**src/rtl/i2s_rx_ctrl.sv**
```systemverilog
// i2s_rx_ctrl: I2S master receiver; HCLK/HRESET, en/chan_sel control, i2s_sck/i2s_ws/i2s_sd serial, sample_* valid/ready FIFO port, fifo_level/overrun/busy status
module i2s_rx_ctrl #(
  parameter int CLK_DIV        = 4,
  parameter int SAMPLE_BITS    = 24,
  parameter int FIFO_DEPTH     = 8,
  parameter int DISCARD_FRAMES = 2
) (
  input  logic                                 HCLK,
  input  logic                                 HRESET,
  input  logic                                 en,
  input  logic                                 chan_sel,
  input  logic                                 i2s_sd,
  output logic                                 i2s_sck,
  output logic                                 i2s_ws,
  output logic [SAMPLE_BITS-1:0]               sample_data,
  output logic                                 sample_valid,
  input  logic                                 sample_ready,
  output logic [$clog2(FIFO_DEPTH+1)-1:0]      fifo_level,
  output logic                                 overrun,
  input  logic                                 ovr_clr,
  output logic                                 busy
);
  localparam int DW = $clog2(CLK_DIV);
  localparam int AW = $clog2(FIFO_DEPTH);
  localparam int LW = $clog2(FIFO_DEPTH + 1);
  localparam int NW = $clog2(DISCARD_FRAMES + 2);
  typedef enum logic [1:0] {IDLE, SYNC, RUN, STOP} state_t;
  state_t                 r_state, w_state_nx;
  logic [DW-1:0]          r_div;
  logic                   r_sck, r_ws, r_chan_q, r_armed, r_ovr;
  logic [5:0]             r_bit;
  logic [NW-1:0]          r_disc;
  logic [SAMPLE_BITS-1:0] r_shreg;
  logic [SAMPLE_BITS-1:0] r_mem [FIFO_DEPTH];
  logic [AW-1:0]          r_wr, r_rd;
  logic [LW-1:0]          r_cnt;
  logic                   w_div_end, w_rise, w_fall, w_wrap, w_cap, w_push, w_full, w_pop, w_wr;
  logic [4:0]             w_pos;
  logic [5:0]             w_bit_nx;
  logic [SAMPLE_BITS-1:0] w_shift;
  assign w_div_end    = r_div == DW'(CLK_DIV - 1);
  assign w_rise       = r_state != IDLE && w_div_end && !r_sck;
  assign w_fall       = r_state != IDLE && w_div_end && r_sck;
  assign w_wrap       = w_fall && r_bit == 6'd63;
  assign w_bit_nx     = r_bit + 6'd1;
  assign w_pos        = r_bit[4:0];
  assign w_cap        = w_rise && w_pos != 5'd0 && w_pos <= 5'(SAMPLE_BITS);
  assign w_shift      = (r_shreg << 1) | SAMPLE_BITS'(i2s_sd);
  // r_armed lets the tail of a RUN frame still push after en drops; a stop from SYNC pushes nothing
  assign w_push       = w_rise && w_pos == 5'(SAMPLE_BITS) && r_ws == r_chan_q &&
                        (r_state == RUN || (r_state == STOP && r_armed));
  assign w_full       = r_cnt == LW'(FIFO_DEPTH);
  assign sample_valid = r_cnt != '0;
  assign w_pop        = sample_valid && sample_ready;
  assign w_wr         = w_push && (!w_full || w_pop);
  assign sample_data  = sample_valid ? r_mem[r_rd] : '0;
  assign i2s_sck      = r_sck;
  assign i2s_ws       = r_ws;
  assign fifo_level   = r_cnt;
  assign overrun      = r_ovr;
  assign busy         = r_state != IDLE;
  always_comb begin
    w_state_nx = r_state;
    case (r_state)
      IDLE:    if (en) w_state_nx = DISCARD_FRAMES == 0 ? RUN : SYNC;
      SYNC:    if (!en) w_state_nx = STOP;
               else if (w_wrap && r_disc == NW'(DISCARD_FRAMES)) w_state_nx = RUN;
      RUN:     if (!en) w_state_nx = STOP;
      STOP:    if (w_wrap) w_state_nx = IDLE;
      default: w_state_nx = IDLE;
    endcase
  end
  always_ff @(posedge HCLK) begin
    if (HRESET) begin
      r_state  <= IDLE;
      r_div    <= '0;
      r_sck    <= 1'b0;
      r_ws     <= 1'b0;
      r_bit    <= '0;
      r_disc   <= '0;
      r_chan_q <= 1'b0;
      r_armed  <= 1'b0;
      r_shreg  <= '0;
      r_wr     <= '0;
      r_rd     <= '0;
      r_cnt    <= '0;
      r_ovr    <= 1'b0;
    end else begin
      r_state <= w_state_nx;
      r_armed <= r_state == RUN || (r_state == STOP && r_armed);
      if (r_state == IDLE) begin
        // preset to the last bit of a right slot so the first fall opens a left slot
        r_div  <= '0;
        r_sck  <= 1'b0;
        r_disc <= '0;
        r_bit  <= en ? 6'd63 : 6'd0;
        r_ws   <= en;
      end else begin
        r_div <= w_div_end ? '0 : r_div + 1'b1;
        if (w_div_end) r_sck <= !r_sck;
        if (w_fall) begin
          r_bit <= w_bit_nx;
          r_ws  <= w_bit_nx[5];
        end
        if (w_wrap) r_chan_q <= chan_sel;
        if (w_wrap && r_state == SYNC) r_disc <= r_disc + 1'b1;
      end
      if (w_cap) r_shreg <= w_shift;
      if (w_wr) r_wr <= r_wr + 1'b1;
      if (w_pop) r_rd <= r_rd + 1'b1;
      r_cnt <= r_cnt + LW'(w_wr) - LW'(w_pop);
      r_ovr <= (w_push && w_full && !w_pop) || (r_ovr && !ovr_clr);
    end
  end
  always_ff @(posedge HCLK) begin
    if (w_wr) r_mem[r_wr] <= w_shift;
  end
endmodule

```
**config.mk**
```make
export PLATFORM = sky130hd
export DESIGN_NAME = i2s_rx_ctrl
export DESIGN_NICKNAME = d
export VERILOG_FILES = /design/src/rtl/i2s_rx_ctrl.sv
export SDC_FILE = /design/constraint.sdc
export NUM_CORES = 1
export LEC_CHECK = 0
export ABC_CLOCK_PERIOD_IN_PS = 3950
export CAP_MARGIN = 30
export CORE_MARGIN = 4
export CORE_UTILIZATION = 54
export CTS_CLUSTER_DIAMETER = 40
export DETAILED_ROUTE_END_ITERATION = 10
export PLACE_DENSITY = 0.83
export SYNTH_ARGS = -nofsm -noshare
export SYNTH_HDL_FRONTEND = slang
export SYNTH_SLANG_ARGS = --single-unit
```
**constraint.sdc**
```tcl
create_clock -name HCLK -period 3.95 [get_ports HCLK]
set_input_delay 0.79 -clock HCLK [delete_from_list [all_inputs] [get_ports HCLK]]
set_output_delay 0.79 -clock HCLK [all_outputs]
set_load 0.02 [all_outputs]
```
==> results of run 1 <==
-- worst max-delay path, delay by kind of cell (launching register included) --
family                 cells  cell delay, ns
buffers and inverters      2            0.82
DFF                        1            0.69
muxes                      2            0.70
and+or+nand+nor            1            0.07
-- cell families (layout without fill, tap and decap cells) --
kind of cell | Yosys count | in the layout | share of synthesized area
and+or+nand+nor | 113 | 113 | 0.0578
muxes | 100 | 100 | 0.166
DFF | 244 | 244 | 0.707
buffers and inverters | 40 | 128 | 0.0192
AOI/OAI and AO/OA | 24 | 24 | 0.0179
xor gates and xnor gates | 11 | 11 | 0.0100
adders and majority gates | 16 | 16 | 0.0216
-- layout by cell type (no fill, tap or decap), types with 15 or more instances in the layout --
cell	n
sky130_fd_sc_hd__nor2_1	59
sky130_fd_sc_hd__clkdlybuf4s50_1	39
sky130_fd_sc_hd__mux2i_1	51
sky130_fd_sc_hd__dfxtp_1	50
sky130_fd_sc_hd__buf_4	16
sky130_fd_sc_hd__clkbuf_16	31
sky130_fd_sc_hd__mux4_2	48
sky130_fd_sc_hd__inv_1	15
sky130_fd_sc_hd__ha_1	15
sky130_fd_sc_hd__edfxtp_1	192
-- sequential cells by signal, summed over array words and instances (netlist names), 2 cells and up, named ones only --
name        count
r_mem         192
r_shreg        23
r_bit           5
fifo_level      4
r_rd            3
r_wr            3
r_disc          2
r_div           2
r_state         2
-- path summary, 6_finish.rpt --
kind                          end       start  slack, ns
setup / recovery  sample_data[23]        flop       0.33
hold / removal           r_div[0]    r_div[0]       0.44
setup reg to reg     r_mem[1][22]  r_state[0]       0.94
hold reg to reg          r_div[0]    r_div[0]       0.44
-- routing by layer --
layer  track usage  routed length (um)
met1         0.264                7670
met5             0                  11
met3        0.0347                1160
met2         0.325                9510
met4        0.0520                 364
-- power breakdown --
group          leakage (nW)  internal (mW)  switching (mW)
Combinational          1.08          0.860           0.832
Clock                 0.499           1.68            1.08
Sequential             2.21           2.81           0.151
-- through the flow --
stage | power, mW | setup WS [ns] | hold WS (ns)
detailed placement | 4.72 | 0.830 | 0.422
finish | 7.42 | 0.325 | 0.437
global route | 7.75 | 0.132 | 0.466
floorplan | 4.12 | 0.215 | 0.405
global placement | 4.69 | 0.871 | 0.417
CTS | 7.49 | 0.246 | 0.437
-- layout make-up --
cell class                 instances  area share
inverter                          15     0.00493
multi-input combinational        264       0.235
tap                              225      0.0246
sequential                       244       0.596
timing repair buffer              57      0.0482
clock inverter                    22      0.0215
clock buffer                      34      0.0698
==> results.txt, run 1 <==
Fraction of the yosys area taken by sequential cells - 0.707
Post-synth top area share - 0.599
Run status - completed
Placed cell count - 805
Buffer cell driving the clock tree root - sky130_fd_sc_hd__clkbuf_16
# H-tree levels - 1
Maximum buffer depth of the clock tree - 3
Arrival time at the worst endpoint - 2.83 ns
Netlist area before placement - 0.00963 mm^2
Total number of vias - 5050
Clock edge transition at the registers on the reported setup and hold paths - 0.06 ns
Maximum number of pins on one net before global-route repair - 33
Slew Viols, Final - 0
Fraction of synthesis flops using an asynchronous set or reset pin - 0
Top post-synthesis cells by area - sky130_fd_sc_hd__edfxtp_1 (60%), sky130_fd_sc_hd__mux4_2 (11%), sky130_fd_sc_hd__dfxtp_1 (11%)
Worst EP required - 3.16 ns
Static leakage power - 3.79 nW
HPWL after detailed placement - 10.6 mm
Initial Util - 0.555
Final standard cell count with taps included and fillers excluded - 861
Post-synth top flop - sky130_fd_sc_hd__edfxtp_1
CP max stage cell - sky130_fd_sc_hd__dfxtp_4
Number of cells on the worst reg-to-reg path - 7
Antenna cell count - 0
Gate count after technology mapping - 548
First-pass GRT wire length - 30.0 mm
Yosys synthesis warning count - 0
Synth top cells by count - sky130_fd_sc_hd__edfxtp_1 (192), sky130_fd_sc_hd__nor2_1 (62), sky130_fd_sc_hd__dfxtp_1 (52)
Most used standard cell by instance count after synthesis - sky130_fd_sc_hd__edfxtp_1
Area added between synthesis and finish - 18.6%
Horizontal extent of the die - 142 um
Mean routed wirelength per cell - 21.7 um
Worst path cell trace - buf_12 > mux4_2 > mux2i_1 > nor2_1 > clkdlybuf4s50_1
Highest cell delay on the worst timing path - 0.69 ns
# nets final - 635
Fraction of layout cells with a size suffix above 1 - 0.211
Violation count after the first detailed-route iteration - 467
Number of buffer cells added on primary ports - 39
First-pass DRT Iterations - 5
Final ANT Viol Nets - 0
Drc violations - 0
Kind of launch point of the worst setup path - flop
Number of instances on the worst hold path - 1
Number of global-route vias before repair - 5345
Clock tree from TritonCTS - built
Final Hold Vio Count - 0
Final count of negative-setup-slack endpoints - 0
Portion of the clock cycle consumed by the worst path in the final layout - 0.918
Placeable core area - 0.0174 mm^2
Post-CTS Setup Bufs - 0
Worst-case headroom to the max-slew limit - 0.387
Post-Layout Inst Area - 0.0114 mm^2
Number of different library cells in the post-synthesis netlist - 43
Skew final - 0.00844 ns
FF+latch area - 0.00681 mm^2
Number of filler cells placed in the layout - 1089
Leading area contributor after synthesis - sky130_fd_sc_hd__edfxtp_1
CTS sink cnt - 244
Total detailed-routing wirelength - 18.7 mm
Min-Delay Path Class - reg -> reg
Hold-fix buffer count after cts - 0
Maximum net fanout on the critical path - 25
Fraction of the core area covered by cells at the end of the flow - 0.658
Pwr per Cell Area - 650 mW/mm^2
Unrepaired setup endpoints after global routing - no
Synthesized area per cell - 17.6 um^2
Antenna violations before repair - 1
Number of max-capacitance violations reported - 0
Overflow left after global routing - 0
Clock insertion delay at the later pin of the skew report - 0.53 ns
Number of flops mapped to enable cells by yosys - 192
Max Clock Freq - 276 MHz
Count of cells resized by post-cts repair - 0
Dpl cell area - 0.0104 mm^2
Overall global routing resource usage - 0.193
Row Count - 48
Total negative slack for setup checks - 0 ns
Cts bufs inserted - 30
IO Count - 40
Die Y - 142 um
Setup Crit Path Kind - reg -> out
Routed via count divided by cell count - 5.87
Worst slew pin tran - 0.917 ns
Endpoint kind of the worst setup timing path - output port
Post-synthesis sequential element count - 244
Worst vdd rail ir drop - 0.468 mV
Final critical-path required period - 3.62 ns
Routability Congestion - 0.817
Net Count, Synth - 571
Multi-input combinational cell area - 0.00268 mm^2
Floorplan die area - 0.0200 mm^2
No activity file was read; power rests on OpenSTA's default activity.
==> inputs of run 2 (changes only) <==
Settings changed: CORE_ASPECT_RATIO set to 1.75.
==> results.txt, run 2 (same netlist as run 1, synthesis figures left out) <==
Multi-input combinational cell area - 0.00268 mm^2 (unchanged)
Total number of vias - 4897 (-3.0%)
Portion of the clock cycle consumed by the worst path in the final layout - 0.917 (-0.00111)
Final critical-path required period - 3.62 ns (-0.00440 ns)
First-pass GRT wire length - 28.4 mm (-5.4%)
Unrepaired setup endpoints after global routing - no
Cts bufs inserted - 21 (-30%)
Drc violations - 0 (unchanged)
Kind of launch point of the worst setup path - flop
Row Count - 64 (+33%)
Top library cells by usage in the layout, fill and taps aside - sky130_fd_sc_hd__edfxtp_1 (192), sky130_fd_sc_hd__nor2_1 (59), sky130_fd_sc_hd__mux2i_1 (51)
Fraction of layout cells with a size suffix above 1 - 0.182 (-0.0289)
Pwr per Cell Area - 594 mW/mm^2 (-8.5%)
Floorplan die area - 0.0201 mm^2 (+0.42%)
Fraction of the core area covered by cells at the end of the flow - 0.627 (-0.0309)
Final Hold Vio Count - 0 (unchanged)
Clock edge transition at the registers on the reported setup and hold paths - 0.07 ns (about the same)
Number of buffer cells added on primary ports - 39 (unchanged)
# H-tree levels - 1 (unchanged)
Maximum net fanout on the critical path - 24 (-4.0%)
Worst slew pin tran - 0.743 ns (-0.174 ns)
Mean routed wirelength per cell - 21.0 um (-3.4%)
Final standard cell count with taps included and fillers excluded - 847 (-1.6%)
Smallest hold slack - 0.436 ns (-0.00131 ns)
Worst-case headroom to the max-slew limit - 0.504 (+0.117)
Biggest registers after layout - r_mem x192, r_shreg x23, r_bit x5
Clock insertion delay at the later pin of the skew report - 0.50 ns (-0.03 ns)
Top register by number of flip-flops - r_mem
Buffer cell driving the clock tree root - sky130_fd_sc_hd__clkbuf_16
Die Y - 185 um (+30%)
Worst EP required - 3.16 ns (about the same)
Flop2flop setup slack - 0.95 ns (about the same)
Horizontal extent of the die - 109 um (-23%)
Maximum buffer depth of the clock tree - 3 (unchanged)
Number of max-capacitance violations reported - 0 (unchanged)
Slew Viols, Final - 0 (unchanged)
Placed cell count - 810 (+0.62%)
Maximum number of pins on one net before global-route repair - 48 (+45%)
Violation count after the first detailed-route iteration - 392 (-16%)
Antenna cell count - 0 (unchanged)
Max Clock Freq - 276 MHz (+0.12%)
Area added between synthesis and finish - 14.2%
Setup WS post-layout - 0.330 ns (+0.00440 ns)
Static leakage power - 3.59 nW (-5.4%)
Dpl cell area - 0.0104 mm^2 (-0.12%)
Number of global-route vias before repair - 5301 (-0.82%)
Placeable core area - 0.0175 mm^2 (+1.0%)
Final ANT Viol Nets - 0 (unchanged)
Clock tree from TritonCTS - built
CTS sink cnt - 244 (unchanged)
Leading cell type in the layout, fill and taps excluded - sky130_fd_sc_hd__edfxtp_1
Post-CTS Setup Bufs - 0 (unchanged)
Routed via count divided by cell count - 5.78 (-1.4%)
Total power - 6.53 mW (-12%)
Worst vdd rail ir drop - 0.558 mV (+19%)
Endpoint kind of the worst setup timing path - output port
Count of cells resized by post-cts repair - 0 (unchanged)
Initial Util - 0.549 (-0.00570)
Arrival time at the worst endpoint - 2.83 ns (about the same)
HPWL after detailed placement - 10.5 mm (-1.2%)
Antenna violations before repair - 0 (-1)
Overall global routing resource usage - 0.185 (-0.00773)
Total detailed-routing wirelength - 17.8 mm (-5.0%)
Post-Layout Inst Area - 0.0110 mm^2 (-3.7%)
Number of filler cells placed in the layout - 1172 (+7.6%)
Skew final - 0.0204 ns (+0.0120 ns)
Max reg flops - 192 (unchanged)
Routability Congestion - 0.824 (+0.86%)
FF+latch area - 0.00681 mm^2 (unchanged)
Hold-fix buffer count after cts - 0 (unchanged)
Worst setup slack before clock tree synthesis - 0.805 ns (-0.0248 ns)
Setup Crit Path Kind - reg -> out
First-pass DRT Iterations - 5 (unchanged)
Total negative slack for setup checks - 0 ns (unchanged)
Final count of negative-setup-slack endpoints - 0 (unchanged)
IO Count - 40 (unchanged)
Min-Delay Path Class - reg -> reg
Run status - completed
Overflow left after global routing - 0 (unchanged)
# nets final - 625 (-1.6%)
==> run 2: final cells by class <==
type / count / area share
multi-input combinational: 264 / 0.244
tap: 231 / 0.0263
inverter: 15 / 0.00512
timing repair buffer: 56 / 0.0482
sequential: 244 / 0.619
clock inverter: 12 / 0.00739
clock buffer: 25 / 0.0501
==> run 2: per-layer routing <==
layer | part of all wire | track usage | up-vias
met5 | 0 | 0 | -
met4 | 0.017 | 0.0516 | 0
met3 | 0.041 | 0.0270 | 25
met2 | 0.57 | 0.351 | 131
met1 | 0.37 | 0.214 | 2523
li1 | - | - | 2218
==> run 2: worst paths after layout <==
check / startpoint / endpoint / cells after the start
setup / recovery: flop / sample_data[4] / 5
hold / removal: r_div[0] / r_div[0] / 1
setup reg to reg: r_state[0] / fifo_level[2] / 11
hold reg to reg: r_div[0] / r_div[0] / 1
==> run 2: report_power, final <==
group	internal, mW	total [mW]	leakage, nW	switching [mW]
combinational	0.860	1.68	1.07	0.815
clock	1.01	1.89	0.301	0.883
sequential	2.81	2.97	2.21	0.157
total	4.68	6.53	3.59	1.86
==> run 2: worst max-delay path, cell delays in order, from the launching register on <==
cell and delay (ns):
sky130_fd_sc_hd__dfxtp_4 0.67, sky130_fd_sc_hd__buf_4 0.34, sky130_fd_sc_hd__mux4_2 0.54, sky130_fd_sc_hd__mux2i_1 0.18
sky130_fd_sc_hd__nor2_1 0.06, sky130_fd_sc_hd__clkdlybuf4s50_1 0.54
==> inputs of run 3 (changes only) <==
Settings changed: CORE_MARGIN 4 to not set, MAX_ROUTING_LAYER set to met4.
==> results.txt, run 3 (same netlist as run 1, synthesis figures left out) <==
Maximum buffer depth of the clock tree - 3 (unchanged)
# H-tree levels - 1 (unchanged)
FF+latch area - 0.00681 mm^2 (unchanged)
Static leakage power - 3.62 nW (+0.94%)
Leading cell type in the layout, fill and taps excluded - sky130_fd_sc_hd__edfxtp_1
Biggest registers after layout - r_mem x192, r_shreg x23, r_bit x5
Routed via count divided by cell count - 5.85 (+1.1%)
Top library cells by usage in the layout, fill and taps aside - sky130_fd_sc_hd__edfxtp_1 (192), sky130_fd_sc_hd__nor2_1 (59), sky130_fd_sc_hd__mux2i_1 (51)
Row Count - 64 (unchanged)
Antenna cell count - 0 (unchanged)
Unrepaired setup endpoints after global routing - no
Skew final - 0.0127 ns (-0.00768 ns)
Maximum number of pins on one net before global-route repair - 49 (+2.1%)
Worst EP required - 3.16 ns (about the same)
Worst slew pin tran - 0.710 ns (-0.0331 ns)
Number of filler cells placed in the layout - 1248 (+6.5%)
Worst setup slack before clock tree synthesis - 0.799 ns (-0.00649 ns)
Final ANT Viol Nets - 0 (unchanged)
Run status - completed
Mean routed wirelength per cell - 21.1 um (+0.75%)
Placeable core area - 0.0175 mm^2 (-0.46%)
Number of max-capacitance violations reported - 0 (unchanged)
CP max stage cell - sky130_fd_sc_hd__mux4_2
First-pass GRT wire length - 27.7 mm (-2.5%)
Area added between synthesis and finish - 14.8%
Pwr per Cell Area - 606 mW/mm^2 (+2.0%)
Final count of negative-setup-slack endpoints - 0 (unchanged)
Arrival time at the worst endpoint - 2.74 ns (-0.09 ns)
Setup WS post-layout - 0.420 ns (+0.0902 ns)
Final critical-path required period - 3.53 ns (-0.0902 ns)
Delay-heaviest family, CP - buffers and inverters
Number of buffer cells added on primary ports - 39 (unchanged)
# nets final - 626 (+0.16%)
Clock edge transition at the registers on the reported setup and hold paths - 0.07 ns (about the same)
HPWL after detailed placement - 10.6 mm (+1.8%)
Routability Congestion - 0.753 (-8.6%)
Overflow left after global routing - 0 (unchanged)
Maximum net fanout on the critical path - 22 (-8.3%)
Min-Delay Path Class - reg -> reg
Total negative slack for setup checks - 0 ns (unchanged)
Worst-case headroom to the max-slew limit - 0.527 (+0.0228)
Final Hold Vio Count - 0 (unchanged)
Drc violations - 0 (unchanged)
Total detailed-routing wirelength - 17.9 mm (+0.75%)
Die Y - 179 um (-3.2%)
Count of cells resized by post-cts repair - 0 (unchanged)
Clock insertion delay at the later pin of the skew report - 0.50 ns (about the same)
Worst path cell trace - buf_4 > mux4_2 > mux2i_1 > nor2_1 > clkdlybuf4s50_1
Clock tree from TritonCTS - built
Initial Util - 0.552 (+0.00252)
Highest cell delay on the worst timing path - 0.58 ns (-0.09 ns)
Placed cell count - 811 (+0.12%)
Final standard cell count with taps included and fillers excluded - 847 (unchanged)
Post-CTS Setup Bufs - 0 (unchanged)
Cts bufs inserted - 21 (unchanged)
Smallest hold slack - 0.443 ns (+0.00745 ns)
Max reg flops - 192 (unchanged)
Antenna violations before repair - 0 (unchanged)
Kind of launch point of the worst setup path - flop
Multi-input combinational cell area - 0.00268 mm^2 (unchanged)
Horizontal extent of the die - 103 um (-5.5%)
Top register by number of flip-flops - r_mem
Endpoint kind of the worst setup timing path - output port
Floorplan die area - 0.0184 mm^2 (-8.6%)
Total power - 6.70 mW (+2.5%)
Number of global-route vias before repair - 5159 (-2.7%)
First-pass DRT Iterations - 5 (unchanged)
Buffer cell driving the clock tree root - sky130_fd_sc_hd__clkbuf_16
Fraction of layout cells with a size suffix above 1 - 0.180 (-0.00162)
Total buffers and inverters traversed by the critical path - 2 (unchanged)
Overall global routing resource usage - 0.211 (+0.0259)
Flop2flop setup slack - 0.82 ns (-0.13 ns)
Worst vdd rail ir drop - 0.507 mV (-9.0%)
Hold-fix buffer count after cts - 0 (unchanged)
Total number of vias - 4951 (+1.1%)
CTS sink cnt - 244 (unchanged)
Slew Viols, Final - 0 (unchanged)
IO Count - 40 (unchanged)
Max Clock Freq - 283 MHz (+2.6%)
Violation count after the first detailed-route iteration - 332 (-15%)
Setup Crit Path Kind - reg -> out
Portion of the clock cycle consumed by the worst path in the final layout - 0.894 (-0.0228)
==> run 3: final timing paths <==
kind                    from         endpoint  cells after the start
setup reg to reg  r_state[0]      r_mem[6][7]                      7
hold reg to reg     r_div[0]         r_div[0]                      1
hold / removal      r_div[0]         r_div[0]                      1
setup / recovery        flop  sample_data[23]                      5
==> run 3: layout make-up <==
| cell class | instances | area share |
|---|---|---|
| timing repair buffer | 57 | 0.0475 |
| clock buffer | 25 | 0.0498 |
| sequential | 244 | 0.616 |
| inverter | 15 | 0.00509 |
| tap | 231 | 0.0262 |
| clock inverter | 11 | 0.0127 |
| multi-input combinational | 264 | 0.242 |
==> run 3: routing by layer <==
metal	track usage	up-vias	wire (um)
li1	-	2216	-
met1	0.242	2511	6540
met2	0.373	171	9860
met3	0.0263	53	912
met4	0.0827	0	595
met5	-	-	0
==> run 3: metrics by stage <==
stage          instance area [um^2]   util
2_1_floorplan                  9630      -
3_3_place_gp                  10400  0.594
3_5_place_dp                  10400  0.594
4_1_cts                       11100  0.633
5_1_grt                       11100  0.633
6_report                      11100  0.633
==> run 3: where the power goes <==
group	total, mW	switching, mW	internal (mW)
sequential	2.88	0.0745	2.81
clock	2.06	0.861	1.20
combinational	1.76	0.911	0.846
total	6.70	1.85	4.85
